File: config.mk
export PLATFORM = sky130hd
export DESIGN_NAME = seven_seg_scanner
export DESIGN_NICKNAME = d
export VERILOG_FILES = /design/src/rtl/seven_seg_pkg.sv /design/src/rtl/seven_seg_scanner_hex_to_seg.sv /design/src/rtl/seven_seg_scanner.sv
export SDC_FILE = /design/constraint.sdc
export NUM_CORES = 1
export LEC_CHECK = 0
export ABC_AREA = 1
export BUFFER_PORTS_ARGS = -buffer_cell sky130_fd_sc_hd__buf_4
export CORE_ASPECT_RATIO = 0.9
export CORE_MARGIN = 5
export CORE_UTILIZATION = 55
export CTS_BUF_LIST = sky130_fd_sc_hd__clkbuf_4 sky130_fd_sc_hd__clkbuf_8
export CTS_CLUSTER_SIZE = 28
export DETAILED_ROUTE_END_ITERATION = 8
export GPL_ROUTABILITY_DRIVEN = 0
export PLACE_DENSITY = 0.79
export SLEW_MARGIN = 20
export SYNTH_ARGS = -nofsm -noshare
export SYNTH_HDL_FRONTEND = slang
export SYNTH_HIERARCHICAL = 1
export SYNTH_SLANG_ARGS = --single-unit
File: constraint.sdc
create_clock -name clk -period 1.8 [get_ports clk]
set_input_delay 0.09 -clock clk [delete_from_list [all_inputs] [get_ports clk]]
set_output_delay 0.09 -clock clk [all_outputs]
set_load 0.1 [all_outputs]
File: src/rtl/seven_seg_pkg.sv
// Shared constants for the seven-segment scanner: blank pattern, hex segment table, digit count.
package seven_seg_pkg;

    localparam int NUM_DIGITS = 4;

    localparam logic [6:0] SEG_BLANK = 7'h7F;

    // Active-low a..g patterns, entry 0 at the right (index == nibble value).
    localparam logic [15:0][6:0] SEG_LUT = {
        7'h0E, 7'h06, 7'h21, 7'h46, 7'h03, 7'h08, 7'h10, 7'h00,
        7'h78, 7'h02, 7'h12, 7'h19, 7'h30, 7'h24, 7'h79, 7'h40
    };

    function automatic int calc_tick(input int clkspeed, input int refresh_hz);
        int t;
        t = clkspeed / (refresh_hz * 64);
        return (t < 1) ? 1 : t;
    endfunction

endpackage

File: src/rtl/seven_seg_scanner_hex_to_seg.sv
// Combinational nibble to active-low seven-segment pattern.
module hex_to_seg
    import seven_seg_pkg::*;
(
    input  logic [3:0] nib,
    output logic [6:0] seg
);

    assign seg = SEG_LUT[nib];

endmodule

File: src/rtl/seven_seg_scanner.sv
// Four-digit multiplexed seven-segment scanner with frame-aligned commit and duty-cycle dimming.
// Optional SEVEN_SEG_BLANK_LEADING_ZEROS_EN darkens leading zero digits 3..1.
module seven_seg_scanner
    import seven_seg_pkg::*;
#(
    parameter int CLKSPEED   = 50000000,
    parameter int REFRESH_HZ = 1000,
    parameter int DUTY_CYCLE = 7
) (
    input  logic        clk,
    input  logic        reset_b,
    input  logic        wr_en,
    input  logic [15:0] wr_data,
    input  logic [3:0]  dig_en,
    output logic        busy,
    output logic        frame_sync,
    output logic [6:0]  seg,
    output logic [3:0]  an
);

    localparam int TICK = calc_tick(CLKSPEED, REFRESH_HZ);
    localparam int PW   = (TICK > 1) ? $clog2(TICK) : 1;
    localparam logic [PW-1:0] TICK_M1 = PW'(TICK - 1);
    localparam logic [3:0]    DUTY    = 4'(DUTY_CYCLE);

    logic [PW-1:0] presc;
    logic [3:0]    sub;
    logic [1:0]    dig;
    logic [15:0]   display, pending, disp_next;
    logic          tick, wrap, lit, lz_dark;
    logic [3:0]    cur_nib;
    logic [6:0]    seg_dec;

    assign tick = (presc == TICK_M1);
    assign wrap = tick && (sub == 4'hF) && (dig == 2'd3);

    always_ff @(posedge clk or negedge reset_b) begin
        if (!reset_b) begin
            presc      <= '0;
            sub        <= '0;
            dig        <= '0;
            frame_sync <= 1'b0;
        end else begin
            presc      <= tick ? '0 : presc + 1'b1;
            frame_sync <= wrap;
            if (tick) begin
                sub <= sub + 1'b1;
                if (sub == 4'hF)
                    dig <= dig + 1'b1;
            end
        end
    end

    // The frame_sync cycle is the commit cycle; a write landing on it bypasses pending.
    always_comb begin
        disp_next = display;
        if (frame_sync)
            disp_next = wr_en ? wr_data : pending;
    end

    always_ff @(posedge clk or negedge reset_b) begin
        if (!reset_b) begin
            display <= '0;
            pending <= '0;
            busy    <= 1'b0;
        end else begin
            display <= disp_next;
            if (wr_en)
                pending <= wr_data;
            if (frame_sync)
                busy <= 1'b0;
            else if (wr_en)
                busy <= 1'b1;
        end
    end

    assign cur_nib = disp_next[{dig, 2'b00} +: 4];

`ifdef SEVEN_SEG_BLANK_LEADING_ZEROS_EN
    always_comb begin
        lz_dark = 1'b0;
        case (dig)
            2'd3:    lz_dark = (disp_next[15:12] == 4'h0);
            2'd2:    lz_dark = (disp_next[15:8]  == 8'h00);
            2'd1:    lz_dark = (disp_next[15:4]  == 12'h000);
            default: lz_dark = 1'b0;
        endcase
    end
`else
    assign lz_dark = 1'b0;
`endif

    hex_to_seg u_dec (
        .nib (cur_nib),
        .seg (seg_dec)
    );

    assign lit = (sub < DUTY) && dig_en[dig] && !lz_dark;

    always_ff @(posedge clk or negedge reset_b) begin
        if (!reset_b) begin
            an  <= 4'hF;
            seg <= SEG_BLANK;
        end else begin
            an  <= lit ? ~(4'b0001 << dig) : 4'hF;
            seg <= lit ? seg_dec : SEG_BLANK;
        end
    end

endmodule

==> flow_summary.yaml, run 1 <==
place:
  dpl_cell_area_um2: 3580
  dp.cells: 480
  dp_hpwl_um: 4580
  port_buffers: 35
  pre_cts_slack_ns: -0.124
routing:
  ant_nets: 0
  wire_per_inst_um: 14.0
  drtPass1Iterations: 4
  routed_wl_um: 7250
  drc: 0
  vias: 2679
  routed_via_density: 5.16
  drtIter0Drc: 148
finish:
  fin_cells: 519
  nFillCells: 393
  drive_gt1_share_pct: 30.5
  stdcell_area_um2: 4170
  final_common_cell: "nand2_1"
  antenna_cells: 0
  final_cell_mix: "nand2_1 (109), dfrtp_1 (49), buf_4 (49), nand3_1 (44), inv_1 (26)"
  fin_nets: 481
  area_growth_syn_to_layout_pct: 29.9
logic_synthesis:
  syn_area_per_cell_um2: 8.57
  synth_top_cell_area_share_pct: 39.0
  synthesis.nets: 411
  synth_xor_xnor_area_share_pct: 2.46
  synth_compound_area_share_pct: 1.33
  syn_area_um2: 3210
  synth_area_leaders: "dfrtp_1 (39%), nand2_1 (14%), dfstp_2 (9.0%), nand3_1 (7.5%), ha_1 (5.5%)"
  synth_top_family_by_area: "simple AND/OR/NAND/NOR gates"
  synth_cell_types: 34
  synth_seq_cells: 61
  synthAdderAreaFrac_pct: 5.46
  syn_inst: 374
  yosysSeqAreaShare_pct: 48.0
  synth_top_cell_by_area: "dfrtp_1"
  synth_warnings: 6
  synthSimpleGateAreaFrac_pct: 34.7
  synth.area.mux_share_pct: 0
floorplanning:
  core_area_um2: 5660
  fp.dieH_um: 82.4
  start_util_pct: 56.7
  ios: 36
  rows: 26
  fp.dieW_um: 90.5
  die_area_um2: 7460
clock_tree:
  htreeDepth: 3
  root_buffer: "clkbuf_8"
  clk_latency_ns: 0.34
  cts_tree: "yes"
  cts.sinks: 61
  cts.path.max_buffers: 2
  cts_buffers: 9
  cts.clk_slew.worst_paths_ns: 0.07
power:
  power.leakage_nw: 2.15
  ir_drop_mv: 0.609
  finalPower_w: 0.00306
  p_per_area_nw_per_um2: 736
worst_setup_path:
  critPathCaptureType: "flip-flop"
  critPathKind: "reg -> reg"
  crit_arrival_ns: 2.23
  r2r.worst_path.cells: 13
  regToRegSetupSlack_ns: -0.14
  cp.required_ns: 2.09
  path_max_fanout: 6
  r2r-start: "frame_sync$_DFF_PN0_"
  cp-start-kind: "flip-flop"
  worstReg2RegEnd: "seg[6]$_DFF_PN1_"
run:
  maxCapViolCount: 0
sta:
  fmax_ghz: 0.517
  post-route-min-period_ns: 1.94
  period_share_pct: 108
  finalWorstSetupSlack_ns: -0.136
  rsz0062_at_grt: "true"
  hold_viol: 0
  slew-limit-headroom_pct: 51.6
  setup_violations: 7
  finalMaxSlewViolations: 0
  clock_skew_ns: 0.00957
  tightest_slew_ns: 0.726
hold_path:
  min_to: "pending[14]$_DFF_PN0_"
  holdCritStartpoint: "wr_data[14]"
  min_delay_path_depth: 3
  hold_class: "in -> reg"
grt:
  antenna_found_initial: 0
  grt_util_met2_pct: 37.7
  grt_max_degree: 59
  grt_overflow: 0
  grt_pass1_wl_um: 12600
  busiest_layer: "met2"
  first_global_vias: 2745
  grtUsageMet1_pct: 24.8
  grt_use_met3_pct: 6.07
  grt_use_total_pct: 21.3
outcome:
  violations: "negative setup slack"
  status: "finished with violations"
registers in the layout, summed over array words and instances, names as in the netlist:
name / flops
presc: 10
dig: 2
display: 16
seg: 7
frame_sync: 1
pending: 16
an: 4
busy: 1
sub: 4
per-layer routing:
| metal | wire [µm] | vias to the layer above |
|---|---|---|
| li1 | - | 1313 |
| met1 | 3120 | 1264 |
| met2 | 3620 | 82 |
| met3 | 354 | 20 |
| met4 | 150 | 0 |
| met5 | 0 | - |
power breakdown:
| group | leakage, nW | internal (W) | switching, W |
|---|---|---|---|
| clock | 0.120 | 0.000866 | 0.000529 |
| sequential | 0.764 | 0.00142 | 0.0000141 |
| combinational | 1.27 | 0.0000863 | 0.000152 |
critical path, cell delays in order, from the launching register on:
cell and delay (ns):
dfrtp_4 0.50, buf_6 0.14, or2_1 0.21, nand3_1 0.10, nand2_1 0.08, nand2_2 0.09
nand2_4 0.10, buf_6 0.14, buf_4 0.13, o21ai_2 0.11, nand2_1 0.07, nand2_1 0.08
inv_1 0.06, nand2_1 0.07
worst max path at each step:
stage,from,slack [ns],endpoint
6_report,frame_sync$_DFF_PN0_,-0.14,seg[6]$_DFF_PN1_
5_1_grt,frame_sync$_DFF_PN0_,-0.24,seg[6]$_DFF_PN1_
4_1_cts,frame_sync$_DFF_PN0_,-0.05,seg[3]$_DFF_PN1_
3_5_place_dp,frame_sync$_DFF_PN0_,-0.12,seg[3]$_DFF_PN1_
3_3_place_gp,frame_sync$_DFF_PN0_,-0.04,seg[3]$_DFF_PN1_
2_1_floorplan,frame_sync$_DFF_PN0_,-0.08,seg[0]$_DFF_PN1_
layout make-up:
cell class / instances / area [µm²] / share of cell area, %
Clock buffer: 12 / 159 / 3.81
Timing Repair Buffer: 70 / 588 / 14.1
Tap cell: 70 / 87.6 / 2.10
Clock inverter: 4 / 70.1 / 1.68
Sequential cell: 61 / 1540 / 37.1
Multi-Input combinational cell: 268 / 1570 / 37.6
Inverter: 34 / 151 / 3.63
timing repair:
action	4_1_cts	5_1_grt
hold buffers	16	0
endpoints found under the hold margin	65	0
endpoints found under the setup margin	7	7
buffers inserted	6	1
resized for setup	21	15
pin swaps	4	9
stage by stage:
step / hold slack [ns] / utilization [%] / setup TNS [ns]
final: 0.0169 / 73.6 / -0.525
after global routing: 0.0197 / 73.6 / -1.28
after CTS: 0.00484 / 72.4 / -0.177
after detailed placement: 0.199 / 63.2 / -0.703
after global placement: 0.193 / 63.2 / -0.196
after floorplan: -0.206 / - / -0.403
synthesized netlist by cell type, drive strengths merged:
cell type / count
nand2: 131
nand3: 51
dfrtp: 50
inv: 33
and2: 16
or2: 16
nor2: 15
ha: 14
dfstp: 11
buf: 9
xor2: 5
nand4: 4
nor3: 4
o21ai: 4
xnor2: 4
a21oi: 3
clkbuf: 2
and3: 1
clkinv: 1
cell families (layout without fill, tap and decap cells):
family	Yosys count	in the layout
simple gates	238	238
flops	61	61
buf+inv	45	120
fa+ha+maj	14	14
xor+xnor	9	9
compound gates	7	7
Power figures use the tool's default switching activity.
==> inputs of run 2 (changes only) <==
--- a/config.mk
+++ b/config.mk
@@ -14,7 +14,8 @@
 export CTS_CLUSTER_SIZE = 28
 export DETAILED_ROUTE_END_ITERATION = 8
 export GPL_ROUTABILITY_DRIVEN = 0
-export PLACE_DENSITY = 0.79
+export PLACE_DENSITY = 0.76
+export REMOVE_ABC_BUFFERS = 1
 export SLEW_MARGIN = 20
 export SYNTH_ARGS = -nofsm -noshare
 export SYNTH_HDL_FRONTEND = slang
==> run 2 against run 1 <==
Sequential power about the same. Highest routed layer unchanged. The flow still finishes with violations (negative setup slack). Non-clock buffer count grew 5. Maximum frequency is 1.9% higher. Register-to-register slack better by 0.04 ns. Clock power shrank 25%. Power down 11%. Critical path type unchanged. Sequential cell count stayed put. First-iteration DRC count shrank 2.7%. Via count rose by 0.30%. Clock-buffer cell count shrank 1.
==> flow_summary.yaml, run 2 (synthesis gave the netlist of run 1 again) <==
floorplanning:
  core_area_um2: 5660
  fp.dieH_um: 82.4
  rows: 26
  ios: 36
  start_util_pct: 56.7
  die_area_um2: 7460
  fp.dieW_um: 90.5
routing:
  drtIter0Drc: 144
  drc: 0
  dr_wl_met2_um: 3830
  routed.top_layer: "met4"
  vias: 2687
  ant_nets: 0
  wire_per_inst_um: 14.4
  routed_via_density: 5.12
  wl_met3_um: 363
  m1WireLength_um: 3200
  routed_wl_um: 7550
  drtPass1Iterations: 4
grt:
  grt_use_total_pct: 20.6
  grt_pass1_wl_um: 12300
  grt_overflow: 0
  first_global_vias: 2743
  antenna_found_initial: 0
  grt_max_degree: 62
finish:
  antenna_cells: 0
  fin_nets: 487
  fin_cells: 525
  drive_gt1_share_pct: 34.7
  fin_util_pct: 75.2
  stdcell_area_um2: 4260
  final_common_cell: "nand2_1"
  reg_top3: "display x16, pending x16, presc x10"
  final_cell_mix: "nand2_1 (103), dfrtp_1 (49), buf_4 (48), nand3_1 (36), inv_1 (26)"
  area_growth_syn_to_layout_pct: 32.8
worst_setup_path:
  cp_top_family: "simple AND/OR/NAND/NOR gates"
  cpMaxStageDelayCell: "dfrtp_2"
  cp_cell_sequence: "buf_12, or2_4, nand3_1, nand2_2, nand2_2, nand2_4, inv_8, ha_4, nand2_2, nand3_1, nand2_1, inv_1, nand2_1"
  worstReg2RegEnd: "seg[3]$_DFF_PN1_"
  cp-start-kind: "flip-flop"
  path_max_fanout: 7
  critPathBufInv: 3
  slowest_delay_ns: 0.46
  cp.required_ns: 2.08
  critPathCaptureType: "flip-flop"
  regToRegSetupSlack_ns: -0.1
  cp_common_cell: "nand2_2"
  critPathKind: "reg -> reg"
  r2r.worst_path.cells: 13
  r2r-start: "frame_sync$_DFF_PN0_"
  crit_arrival_ns: 2.18
run:
  maxCapViolCount: 0
place:
  port_buffers: 35
  dpl_cell_area_um2: 3560
  dp_hpwl_um: 4300
  dp.cells: 483
hold_path:
  holdCritStartpoint: "wr_data[13]"
  hold_class: "in -> reg"
  min_to: "pending[13]$_DFF_PN0_"
  min_delay_path_depth: 3
sta:
  slew-limit-headroom_pct: 48.6
  setup_violations: 7
  period_share_pct: 106
  clock_skew_ns: 0.00884
  hold_slack_ns: 0.0348
  fmax_ghz: 0.526
  tightest_slew_ns: 0.771
  hold_viol: 0
  finalWorstSetupSlack_ns: -0.0999
  rsz0062_at_grt: "true"
  post-route-min-period_ns: 1.90
  finalMaxSlewViolations: 0
power:
  finalPower_w: 0.00272
  ir_drop_mv: 0.698
  power.leakage_nw: 2.15
  p_per_area_nw_per_um2: 640
clock_tree:
  htreeDepth: 3
  root_buffer: "clkbuf_8"
  cts.path.max_buffers: 2
  cts.clk_slew.worst_paths_ns: 0.07
  cts.sinks: 61
  cts_buffers: 9
  clk_latency_ns: 0.34
  cts_tree: "yes"
outcome:
  violations: "negative setup slack"
  status: "finished with violations"
==> run 2: tightest hold or removal path: stages <==
cell and delay, ns:
buf_4 0.07, nand2_1 0.09, nand2_1 0.08
==> run 2: routing by layer <==
metal  GRT usage (%)  vias to the layer above
met2            36.4                       63
met4            7.14                        0
met5               0                        -
met1            23.7                     1278
met3            6.61                       21
li1                -                     1325
==> run 2: where the power goes <==
group          internal [W]  switching (W)
Clock              0.000520       0.000526
Combinational     0.0000865       0.000160
Sequential          0.00142      0.0000147
==> run 2: final cells by class <==
cell class	instances	area [µm²]
Clock buffer	11	139
Clock inverter	5	27.5
Fill cell	394	1400
Inverter	34	159
Multi-Input combinational cell	269	1640
Sequential cell	61	1540
Tap cell	70	87.6
Timing Repair Buffer	75	667
==> run 2: worst max path at each step <==
stage	from	cells after the start	end
6_report	frame_sync$_DFF_PN0_	13	seg[3]$_DFF_PN1_
5_1_grt	frame_sync$_DFF_PN0_	14	seg[3]$_DFF_PN1_
4_1_cts	frame_sync$_DFF_PN0_	14	seg[3]$_DFF_PN1_
3_5_place_dp	frame_sync$_DFF_PN0_	13	seg[3]$_DFF_PN1_
3_3_place_gp	frame_sync$_DFF_PN0_	13	seg[3]$_DFF_PN1_
2_1_floorplan	frame_sync$_DFF_PN0_	12	seg[3]$_DFF_PN1_
==> run 2: timing repair <==
item	4_1_cts	5_1_grt
setup endpoints to repair	7	7
gates resized for setup	51	26
cloned	2	0
hold buffers	16	0
buffers inserted	7	1
pin swaps	25	19
endpoints found under the hold margin	65	0
==> run 2: per-stage QoR <==
stage               setup WS (ns)  setup TNS [ns]
global placement          -0.0294         -0.0826
global route               -0.197           -1.13
CTS                      -0.00842         -0.0154
floorplan                  -0.857           -5.61
detailed placement        -0.0922          -0.427
finish                    -0.0999          -0.458
==> inputs of run 3 (changes only) <==
--- a/config.mk
+++ b/config.mk
@@ -14,7 +14,7 @@
 export CTS_CLUSTER_SIZE = 28
 export DETAILED_ROUTE_END_ITERATION = 8
 export GPL_ROUTABILITY_DRIVEN = 0
-export PLACE_DENSITY = 0.76
+export PLACE_DENSITY = 0.75
 export REMOVE_ABC_BUFFERS = 1
 export SLEW_MARGIN = 20
 export SYNTH_ARGS = -nofsm -noshare
==> run 3 against run 2 <==
The flow still finishes with violations (negative setup slack). Clock-buffer cell count is 1 higher. Hold slack worse by 0.017 ns. Via count is 1.3% lower. Utilization is 1.4 points lower. Register-to-register slack hardly changed. Sequential share of layout area is 0.67 points higher. Largest power group unchanged.
==> flow_summary.yaml, run 3 (synthesis gave the netlist of run 1 again) <==
outcome:
  status: "finished with violations"
  violations: "negative setup slack"
sta:
  period_share_pct: 106
  post-route-min-period_ns: 1.91
  clock_skew_ns: 0.0143
  hold_viol: 0
  finalMaxSlewViolations: 0
  setup_violations: 7
  tightest_slew_ns: 0.764
  finalWorstSetupSlack_ns: -0.107
  setup_tns_ns: -0.362
  hold_slack_ns: 0.0180
  rsz0062_at_grt: "true"
  fmax_ghz: 0.524
  slew-limit-headroom_pct: 49.0
clock_tree:
  clk_latency_ns: 0.35
  cts_buffers: 9
  htreeDepth: 3
  cts.path.max_buffers: 2
  cts.clk_slew.worst_paths_ns: 0.06
  cts.sinks: 61
  root_buffer: "clkbuf_8"
  cts_tree: "yes"
run:
  maxCapViolCount: 0
grt:
  grt_max_degree: 62
  grt_use_total_pct: 19.2
  grt_pass1_wl_um: 11500
  grt_overflow: 0
  first_global_vias: 2596
  antenna_found_initial: 0
worst_setup_path:
  critPathCaptureType: "flip-flop"
  regToRegSetupSlack_ns: -0.11
  startpoint: "frame_sync$_DFF_PN0_"
  path_max_fanout: 6
  worstReg2RegEnd: "seg[0]$_DFF_PN1_"
  crit_arrival_ns: 2.16
  r2r-start: "frame_sync$_DFF_PN0_"
  cp.required_ns: 2.05
  critPathKind: "reg -> reg"
  r2r.worst_path.cells: 14
  cp-start-kind: "flip-flop"
  endpoint: "seg[0]$_DFF_PN1_"
routing:
  vias: 2653
  ant_nets: 0
  drtIter0Drc: 124
  drc: 0
  wire_per_inst_um: 13.7
  routed_wl_um: 7100
  routed_via_density: 5.11
  drtPass1Iterations: 5
floorplanning:
  rows: 26
  core_area_um2: 5660
  die_area_um2: 7460
  fp.dieH_um: 82.4
  start_util_pct: 56.7
  ios: 36
  fp.dieW_um: 90.5
finish:
  reg_top3: "display x16, pending x16, presc x10"
  drive_gt1_share_pct: 33.0
  antenna_cells: 0
  final_cell_mix: "nand2_1 (106), dfrtp_1 (49), buf_4 (46), nand3_1 (39), inv_1 (26)"
  fin_cells: 519
  fin_nets: 481
  area_growth_syn_to_layout_pct: 30.4
  final_common_cell: "nand2_1"
power:
  ir_drop_mv: 0.612
  power.leakage_nw: 2.15
  p_per_area_nw_per_um2: 733
hold_path:
  hold_class: "in -> reg"
place:
  dp_hpwl_um: 4420
  dp.cells: 480
  pre_cts_slack_ns: -0.114
  port_buffers: 35
## run 3: changes by cell type in the layout (fill, tap and decap cells not counted), sizes merged
cell | previous run | this run
nand2 | 132 | 131
clkinv | 5 | 3
clkinvlp | 1 | 0
dlygate4sd3 | 16 | 15
bufinv | 0 | 2
buf | 58 | 55
## run 3: worst min-delay path by stage
stage | slack (ns) | startpoint | to | cells after the start
after CTS | 0.00004 | wr_data[12] | pending[12]$_DFF_PN0_ | 3
final | 0.02 | wr_data[12] | pending[12]$_DFF_PN0_ | 3
after global placement | 0.21 | reset_b | busy$_DFFE_PN0P_ | 1
after floorplan | -0.21 | reset_b | busy$_DFFE_PN0P_ | 0
after global routing | 0.03 | wr_data[14] | pending[14]$_DFF_PN0_ | 3
after detailed placement | 0.22 | reset_b | busy$_DFFE_PN0P_ | 1
## run 3: repair_timing
item / in CTS / in global routing
hold buffers: 15 / 0
gates cloned: 1 / 0
pin swaps: 13 / 15
setup buffers: 4 / 3
hold endpoints to repair: 64 / 0
resized for setup: 18 / 41
setup endpoints to repair: 7 / 7
## run 3: layout make-up
cell class | instances | area, µm²
Clock buffer | 12 | 159
Clock inverter | 4 | 70.1
Fill cell | 423 | 1480
Inverter | 34 | 149
Multi-Input combinational cell | 268 | 1580
Sequential cell | 61 | 1540
Tap cell | 70 | 87.6
Timing Repair Buffer | 70 | 599
## run 3: power breakdown
group,switching [W],total [W],internal (W)
clock network,0.000529,0.00140,0.000866
registers,0.0000144,0.00143,0.00142
logic,0.000153,0.000236,0.0000834
## run 3: worst max-delay path: stages, from the launching register on
cell,delay [ns]
dfrtp_2,0.46
buf_6,0.15
or2_1,0.22
nand3_1,0.08
nand2_1,0.06
nand2_1,0.11
nand2_4,0.09
buf_6,0.14
ha_4,0.15
inv_4,0.06
nand2_1,0.05
nand3_1,0.07
nand2_1,0.07
inv_1,0.05
nand2_1,0.04
## run 3: metal layers
layer / global-route usage [%] / vias up / share of wire, %
met5: 0 / - / 0
met4: 8.33 / 0 / 2.5
met3: 5.43 / 17 / 3.9
met2: 34.1 / 59 / 50
met1: 22.0 / 1272 / 44
li1: - / 1305 / -
## run 3: per-stage QoR
stage	instance area, µm²	total power (W)	util (%)
6_report	4180	0.00306	73.9
4_1_cts	3980	0.00309	70.4
3_3_place_gp	3530	0.00166	62.3
3_5_place_dp	3530	0.00167	62.3
2_1_floorplan	3090	0.00157	-
5_1_grt	4180	0.00318	73.9
